$ cat src/rtl/idelay_tap_scanner.sv
// idelay_tap_scanner
// Sweeps the 32 IDELAYE2 taps in VAR_LOAD mode, counts data/reference
// mismatches at every tap, then loads the centre of the longest error-free
// run of taps.
// Optional feature: define IDELAY_SCAN_STATS_EN to add the err_map output,
// which records which taps saw at least one mismatch.
module idelay_tap_scanner #(
  parameter int SETTLE_CYCLES = 16,
  parameter int WINDOW        = 1024
) (
  input  logic        CLK,
  input  logic        RST,
  input  logic        cal_rdy,
  input  logic        start,
  input  logic        dly_out,
  input  logic        ref_data,
  output logic        dly_ld,
  output logic [4:0]  dly_delay_in,
  output logic        busy,
  output logic        done,
  output logic        fail,
`ifdef IDELAY_SCAN_STATS_EN
  output logic [31:0] err_map,
`endif
  output logic [4:0]  best_tap
);

  localparam int ERR_W   = $clog2(WINDOW + 1);
  localparam int CNT_MAX = (SETTLE_CYCLES > WINDOW) ? SETTLE_CYCLES : WINDOW;
  localparam int CNT_W   = $clog2(CNT_MAX + 1);

  localparam logic [CNT_W-1:0] SETTLE_LAST = CNT_W'(SETTLE_CYCLES - 1);
  localparam logic [CNT_W-1:0] WINDOW_LAST = CNT_W'(WINDOW - 1);
  localparam logic [CNT_W-1:0] CNT_ONE     = CNT_W'(1);
  localparam logic [CNT_W-1:0] CNT_ZERO    = CNT_W'(0);
  localparam logic [ERR_W-1:0] ERR_ONE     = ERR_W'(1);
  localparam logic [ERR_W-1:0] ERR_ZERO    = ERR_W'(0);
  localparam logic [ERR_W-1:0] ERR_SAT     = {ERR_W{1'b1}};

  typedef enum logic [2:0] {
    S_IDLE    = 3'd0,
    S_LOAD    = 3'd1,
    S_SETTLE  = 3'd2,
    S_MEASURE = 3'd3,
    S_EVAL    = 3'd4,
    S_FINAL   = 3'd5,
    S_DONE    = 3'd6
  } state_t;

  state_t           state_q, state_d;
  logic [4:0]       tap_q, tap_d;
  logic [CNT_W-1:0] cnt_q, cnt_d;
  logic [ERR_W-1:0] err_cnt_q, err_cnt_d;
  logic [4:0]       cur_start_q, cur_start_d;
  logic [5:0]       cur_len_q, cur_len_d;
  logic [4:0]       best_start_q, best_start_d;
  logic [5:0]       best_len_q, best_len_d;
  logic             dly_ld_q, dly_ld_d;
  logic [4:0]       dly_val_q, dly_val_d;
  logic             busy_q, busy_d;
  logic             done_q, done_d;
  logic             fail_q, fail_d;
  logic [4:0]       best_tap_q, best_tap_d;
`ifdef IDELAY_SCAN_STATS_EN
  logic [31:0]      err_map_q, err_map_d;
`endif

  // Matched two-stage pipelines keep data and reference aligned at the compare.
  logic dly_s1_q, dly_s2_q, ref_s1_q, ref_s2_q;

  logic       scan_start_s;
  logic       mismatch_s;
  logic [5:0] cur_len_inc_s;

  assign scan_start_s  = start && cal_rdy;
  assign mismatch_s    = (dly_s2_q != ref_s2_q);
  assign cur_len_inc_s = cur_len_q + 6'd1;

  // Input synchronising pipeline for the delayed data and its reference.
  always_ff @(posedge CLK) begin
    if (RST) begin
      dly_s1_q <= 1'b0;
      dly_s2_q <= 1'b0;
      ref_s1_q <= 1'b0;
      ref_s2_q <= 1'b0;
    end else begin
      dly_s1_q <= dly_out;
      dly_s2_q <= dly_s1_q;
      ref_s1_q <= ref_data;
      ref_s2_q <= ref_s1_q;
    end
  end

  // Next-state, run tracking and registered-output logic of the scan FSM.
  always_comb begin
    state_d      = state_q;
    tap_d        = tap_q;
    cnt_d        = cnt_q;
    err_cnt_d    = err_cnt_q;
    cur_start_d  = cur_start_q;
    cur_len_d    = cur_len_q;
    best_start_d = best_start_q;
    best_len_d   = best_len_q;
    dly_ld_d     = 1'b0;
    dly_val_d    = dly_val_q;
    busy_d       = busy_q;
    done_d       = done_q;
    fail_d       = fail_q;
    best_tap_d   = best_tap_q;
`ifdef IDELAY_SCAN_STATS_EN
    err_map_d    = err_map_q;
`endif

    case (state_q)
      S_IDLE, S_DONE: begin
        if (scan_start_s) begin
          state_d      = S_LOAD;
          tap_d        = 5'd0;
          busy_d       = 1'b1;
          done_d       = 1'b0;
          fail_d       = 1'b0;
          cur_start_d  = 5'd0;
          cur_len_d    = 6'd0;
          best_start_d = 5'd0;
          best_len_d   = 6'd0;
`ifdef IDELAY_SCAN_STATS_EN
          err_map_d    = 32'd0;
`endif
        end else begin
          state_d = state_q;
        end
      end
      S_LOAD: begin
        dly_ld_d  = 1'b1;
        dly_val_d = tap_q;
        cnt_d     = CNT_ZERO;
        state_d   = S_SETTLE;
      end
      S_SETTLE: begin
        err_cnt_d = ERR_ZERO;
        if (cnt_q == SETTLE_LAST) begin
          cnt_d   = CNT_ZERO;
          state_d = S_MEASURE;
        end else begin
          cnt_d = cnt_q + CNT_ONE;
        end
      end
      S_MEASURE: begin
        if (mismatch_s && (err_cnt_q != ERR_SAT)) begin
          err_cnt_d = err_cnt_q + ERR_ONE;
        end else begin
          err_cnt_d = err_cnt_q;
        end
        if (cnt_q == WINDOW_LAST) begin
          cnt_d   = CNT_ZERO;
          state_d = S_EVAL;
        end else begin
          cnt_d = cnt_q + CNT_ONE;
        end
      end
      S_EVAL: begin
        if (err_cnt_q == ERR_ZERO) begin
          cur_len_d = cur_len_inc_s;
          if (cur_len_q == 6'd0) begin
            cur_start_d = tap_q;
          end else begin
            cur_start_d = cur_start_q;
          end
          // Strict greater-than keeps the lowest-tap run when lengths tie.
          if (cur_len_inc_s > best_len_q) begin
            best_start_d = (cur_len_q == 6'd0) ? tap_q : cur_start_q;
            best_len_d   = cur_len_inc_s;
          end else begin
            best_len_d = best_len_q;
          end
        end else begin
          cur_len_d = 6'd0;
        end
`ifdef IDELAY_SCAN_STATS_EN
        err_map_d[tap_q] = (err_cnt_q != ERR_ZERO);
`endif
        if (tap_q == 5'd31) begin
          state_d = S_FINAL;
        end else begin
          tap_d   = tap_q + 5'd1;
          state_d = S_LOAD;
        end
      end
      S_FINAL: begin
        if (best_len_q == 6'd0) begin
          fail_d     = 1'b1;
          best_tap_d = 5'd0;
        end else begin
          fail_d     = 1'b0;
          best_tap_d = 5'({1'b0, best_start_q} + ((best_len_q - 6'd1) >> 1));
        end
        dly_val_d = best_tap_d;
        dly_ld_d  = 1'b1;
        done_d    = 1'b1;
        busy_d    = 1'b0;
        state_d   = S_DONE;
      end
      default: begin
        state_d = S_IDLE;
        busy_d  = 1'b0;
      end
    endcase

    // Losing IDELAYCTRL ready mid-scan abandons the scan; the tap value stays put.
    if (!cal_rdy && (state_q != S_IDLE) && (state_q != S_DONE)) begin
      state_d   = S_IDLE;
      dly_ld_d  = 1'b0;
      dly_val_d = dly_val_q;
      busy_d    = 1'b0;
      done_d    = 1'b0;
    end else begin
      busy_d = busy_d;
    end
  end

  // State and datapath registers with synchronous reset.
  always_ff @(posedge CLK) begin
    if (RST) begin
      state_q      <= S_IDLE;
      tap_q        <= 5'd0;
      cnt_q        <= CNT_ZERO;
      err_cnt_q    <= ERR_ZERO;
      cur_start_q  <= 5'd0;
      cur_len_q    <= 6'd0;
      best_start_q <= 5'd0;
      best_len_q   <= 6'd0;
      dly_ld_q     <= 1'b0;
      dly_val_q    <= 5'd0;
      busy_q       <= 1'b0;
      done_q       <= 1'b0;
      fail_q       <= 1'b0;
      best_tap_q   <= 5'd0;
`ifdef IDELAY_SCAN_STATS_EN
      err_map_q    <= 32'd0;
`endif
    end else begin
      state_q      <= state_d;
      tap_q        <= tap_d;
      cnt_q        <= cnt_d;
      err_cnt_q    <= err_cnt_d;
      cur_start_q  <= cur_start_d;
      cur_len_q    <= cur_len_d;
      best_start_q <= best_start_d;
      best_len_q   <= best_len_d;
      dly_ld_q     <= dly_ld_d;
      dly_val_q    <= dly_val_d;
      busy_q       <= busy_d;
      done_q       <= done_d;
      fail_q       <= fail_d;
      best_tap_q   <= best_tap_d;
`ifdef IDELAY_SCAN_STATS_EN
      err_map_q    <= err_map_d;
`endif
    end
  end

  assign dly_ld       = dly_ld_q;
  assign dly_delay_in = dly_val_q;
  assign busy         = busy_q;
  assign done         = done_q;
  assign fail         = fail_q;
  assign best_tap     = best_tap_q;
`ifdef IDELAY_SCAN_STATS_EN
  assign err_map      = err_map_q;
`endif

endmodule
$ cat config.mk
export PLATFORM = sky130hd
export DESIGN_NAME = idelay_tap_scanner
export DESIGN_NICKNAME = d
export VERILOG_FILES = /design/src/rtl/idelay_tap_scanner.sv
export SDC_FILE = /design/constraint.sdc
export NUM_CORES = 1
export LEC_CHECK = 0
export ABC_AREA = 1
export CORE_UTILIZATION = 40
export DETAILED_ROUTE_END_ITERATION = 10
export MAX_ROUTING_LAYER = met4
export SYNTH_ARGS = -nofsm -noshare
export SYNTH_HDL_FRONTEND = slang
export SYNTH_SLANG_ARGS = --single-unit
$ cat constraint.sdc
create_clock -name CLK -period 4.4 [get_ports CLK]
set_clock_uncertainty 0.15 [all_clocks]
set_input_delay 0.66 -clock CLK [delete_from_list [all_inputs] [get_ports CLK]]
set_output_delay 0.66 -clock CLK [all_outputs]
set_load 0.01 [all_outputs]
==> reports/qor.yml <==
run_status:
  outcome: "complete, no violations"
place:
  gp_congestion: 0.822
  dpl_worst_slack_ns: 1.76
  dp_hpwl_mm: 6.59
  port_buffers: 19
  place_area_um2: 4290
cts:
  clock_latency_ns: 0.35
  hold_buffers: 0
  htreeDepth: 3
  clockBufferDepth: 2
  cts_setup_buffers: 0
  root_buffer: "clkbuf_8"
  clkSlewWorstSetupHoldPaths_ns: 0.08
  cts_tree: "yes"
  cts_sinks: 70
  ctsResizeCount: 0
  numCtsBuffers: 9
drt:
  dr.first_iter.drc_count: 185
  viasPerCell: 4.75
  antenna_left: 0
  first_pass_iters: 4
  num_vias: 3547
  drc: 0
  drt_wl_total_mm: 8.93
  wl_per_cell_um: 12.0
worst_hold_path:
  whs_endpoint: "ref_s2_q$_SDFF_PP0_"
  hold_depth: 2
  hold_path_startpoint: "ref_s1_q$_SDFF_PP0_"
  hp-class: "register to register"
grt:
  grt_pass1_vias: 3256
  grt_usage: 0.192
  antenna_found_initial: 0
  grt-ovfl-total: 0
  grt_max_degree: 32
  grt_pass1_wl_mm: 14.8
layout:
  drive_gt1_frac: 0.0865
  diodes: 0
  num-fill-cells: 991
  final_common_cell: "nand2_1"
  area_growth_pct: 13.1
  final_cell_mix: "nand2_1 (158), inv_1 (79), dfxtp_1 (70)"
  fin_nets: 633
  fin_area_um2: 4500
yosys:
  synth_top_family_by_area: "simple AND/OR/NAND/NOR gates"
  yosys.cell_types.count: 36
  muxShareOfSynthArea: 0
  syn_area_per_cell_um2: 6.79
  synth_area_um2: 3980
  syn-num-nets: 610
  synth-xor-area-share: 0.0331
  yosys.area.top_type: "dfxtp_1"
  yosys_warnings: 0
  synth_compound_area_frac: 0.108
  synthAdderAreaFrac: 0.0617
  yosys.area_share.simple: 0.348
  synthTopCellsByArea: "dfxtp_1 (35%), nand2_1 (15%), inv_1 (7.5%)"
  synth_seq_cells: 70
  synth_seq_area_share: 0.353
  netlist_instances: 585
  yosysTopAreaCellShare: 0.353
setup_path:
  start_kind: "register"
  worstPathRequired_ns: 4.54
  r2r_cells: 15
  critical_path_arrival_ns: 2.69
  cp_max_fo: 9
  worstSetupPathType: "register to register"
  rr_endpoint: "best_len_q[3]$_SDFFE_PP0P_"
  end_kind: "register"
  timing.rr.start: "cur_len_q[2]$_SDFFE_PP0P_"
  reg2reg_slack_ns: 1.85
die:
  die_y_um: 102
  initial_core_util: 0.410
  die_w_um: 102
  coreArea_um2: 9680
  num_io_pins: 20
  dieArea_um2: 10300
  num_rows: 36
power_and_ir_drop:
  max-vdd-ir-drop_mv: 0.203
  leakagePower_nw: 1.98
  power.density_nw_per_um2: 534
timing:
  finalWorstSetupSlack_ns: 1.85
  fin_crit_sh: 0.580
  slew_headroom: 0.336
  hold_viol: 0
  fmax_ghz: 0.392
  hold_ws_ns: 0.251
  setup_viol: 0
  rsz0062_at_grt: "false"
  finalCriticalPeriod_ns: 2.55
  slew_viol_final: 0
  fin_setup_tns_ns: 0
  worst_pin_slew_ns: 0.995
flow_run:
  maxCapViolCount: 0
## routing by layer
layer / routed length, µm / vias to the layer above / share of wire / GRT usage
met2: 4070 / 48 / 0.46 / 0.296
met5: 0 / - / 0 / -
li1: - / 1911 / - / -
met4: 116 / 0 / 0.013 / 0.0914
met3: 381 / 9 / 0.043 / 0.0400
met1: 4360 / 1579 / 0.49 / 0.238
## power by group
group          total [mW]  switching, mW  leakage, nW  internal (mW)
Clock               0.525          0.244        0.105          0.281
Combinational        1.06          0.672         1.31          0.385
Sequential          0.819         0.0764        0.569          0.742
## synth_stat cells
master and n:
nand2_1 158, inv_1 79, dfxtp_1 70, a21oi_1 58
nor2_1 58, nand3_1 47, ha_1 18, o21ai_0 12
xor2_1 11, nand4_1 10, inv_2 9, nor3_1 8
nand2_2 7, nor2_4 5, xnor2_1 4, clkbuf_1 3
nand2_4 3, o211ai_1 3, buf_2 2, nand3_2 2
o21ai_4 2, or2_2 2, a21o_1 1, and2_1 1
buf_1 1, buf_4 1, buf_8 1, fa_1 1
inv_4 1, nand2_8 1, nand3_4 1, nor2_2 1
nor3b_2 1, o21ai_2 1, o21bai_1 1, or2_0 1
## registers in the layout (all words and copies together), names as in the netlist, 3 cells and up
| signal | count |
|---|---|
| cnt_q | 11 |
| err_cnt_q | 11 |
| tap_q | 5 |
| best_start_q | 5 |
| state_q | 3 |
| cur_start_q | 5 |
| best_tap | 5 |
| cur_len_q | 6 |
| dly_delay_in | 5 |
| best_len_q | 6 |
## cell type report
type | count | area (µm²) | area share
multi-input combinational | 418 | 2190 | 0.487
inverter | 89 | 337 | 0.0748
tap | 133 | 166 | 0.0370
clock buffer | 14 | 193 | 0.0428
sequential | 70 | 1400 | 0.312
clock inverter | 2 | 12.5 | 0.00278
timing repair buffer | 20 | 198 | 0.0440
## critical path, stage by stage (launching register included)
cell	delay, ns
dfxtp_1	0.42
nand3_1	0.15
nor2_1	0.11
nand2_1	0.10
xnor2_1	0.17
ha_1	0.32
nand2_1	0.08
nor2_1	0.15
nand2_1	0.07
nand3_1	0.06
nand2_1	0.10
nand2_2	0.18
nand2_2	0.15
nand2_1	0.09
nand2_1	0.05
nor2_1	0.13
## logic make-up after synthesis
group,after synthesis
AOI/OAI and AO/OA,78
xor gates and xnor gates,15
buffers and inverters,97
and+or+nand+nor,306
adders and majority gates,19
DFF,70
## worst max-delay path by stage
| stage | cells after the start | to | slack, ns | from |
|---|---|---|---|---|
| 6_report | 15 | best_len_q[3]$_SDFFE_PP0P_ | 1.85 | cur_len_q[2]$_SDFFE_PP0P_ |
| 5_1_grt | 15 | best_len_q[5]$_SDFFE_PP0P_ | 1.61 | cur_len_q[2]$_SDFFE_PP0P_ |
| 4_1_cts | 15 | best_len_q[3]$_SDFFE_PP0P_ | 1.86 | cur_len_q[2]$_SDFFE_PP0P_ |
| 3_5_place_dp | 6 | best_start_q[1]$_SDFFE_PP0P_ | 1.76 | RST |
| 3_3_place_gp | 6 | best_start_q[1]$_SDFFE_PP0P_ | 1.81 | RST |
| 2_1_floorplan | 14 | best_len_q[5]$_SDFFE_PP0P_ | 2.29 | cur_len_q[2]$_SDFFE_PP0P_ |
## stage by stage
| step | utilization | cells | total power, mW |
|---|---|---|---|
| floorplan | - | 585 | 1.62 |
| global placement | 0.443 | 730 | 1.87 |
| detailed placement | 0.443 | 730 | 1.89 |
| CTS | 0.464 | 746 | 2.43 |
| global route | 0.464 | 746 | 2.63 |
| finish | 0.464 | 746 | 2.40 |
No activity file was read; power rests on OpenSTA's default activity.
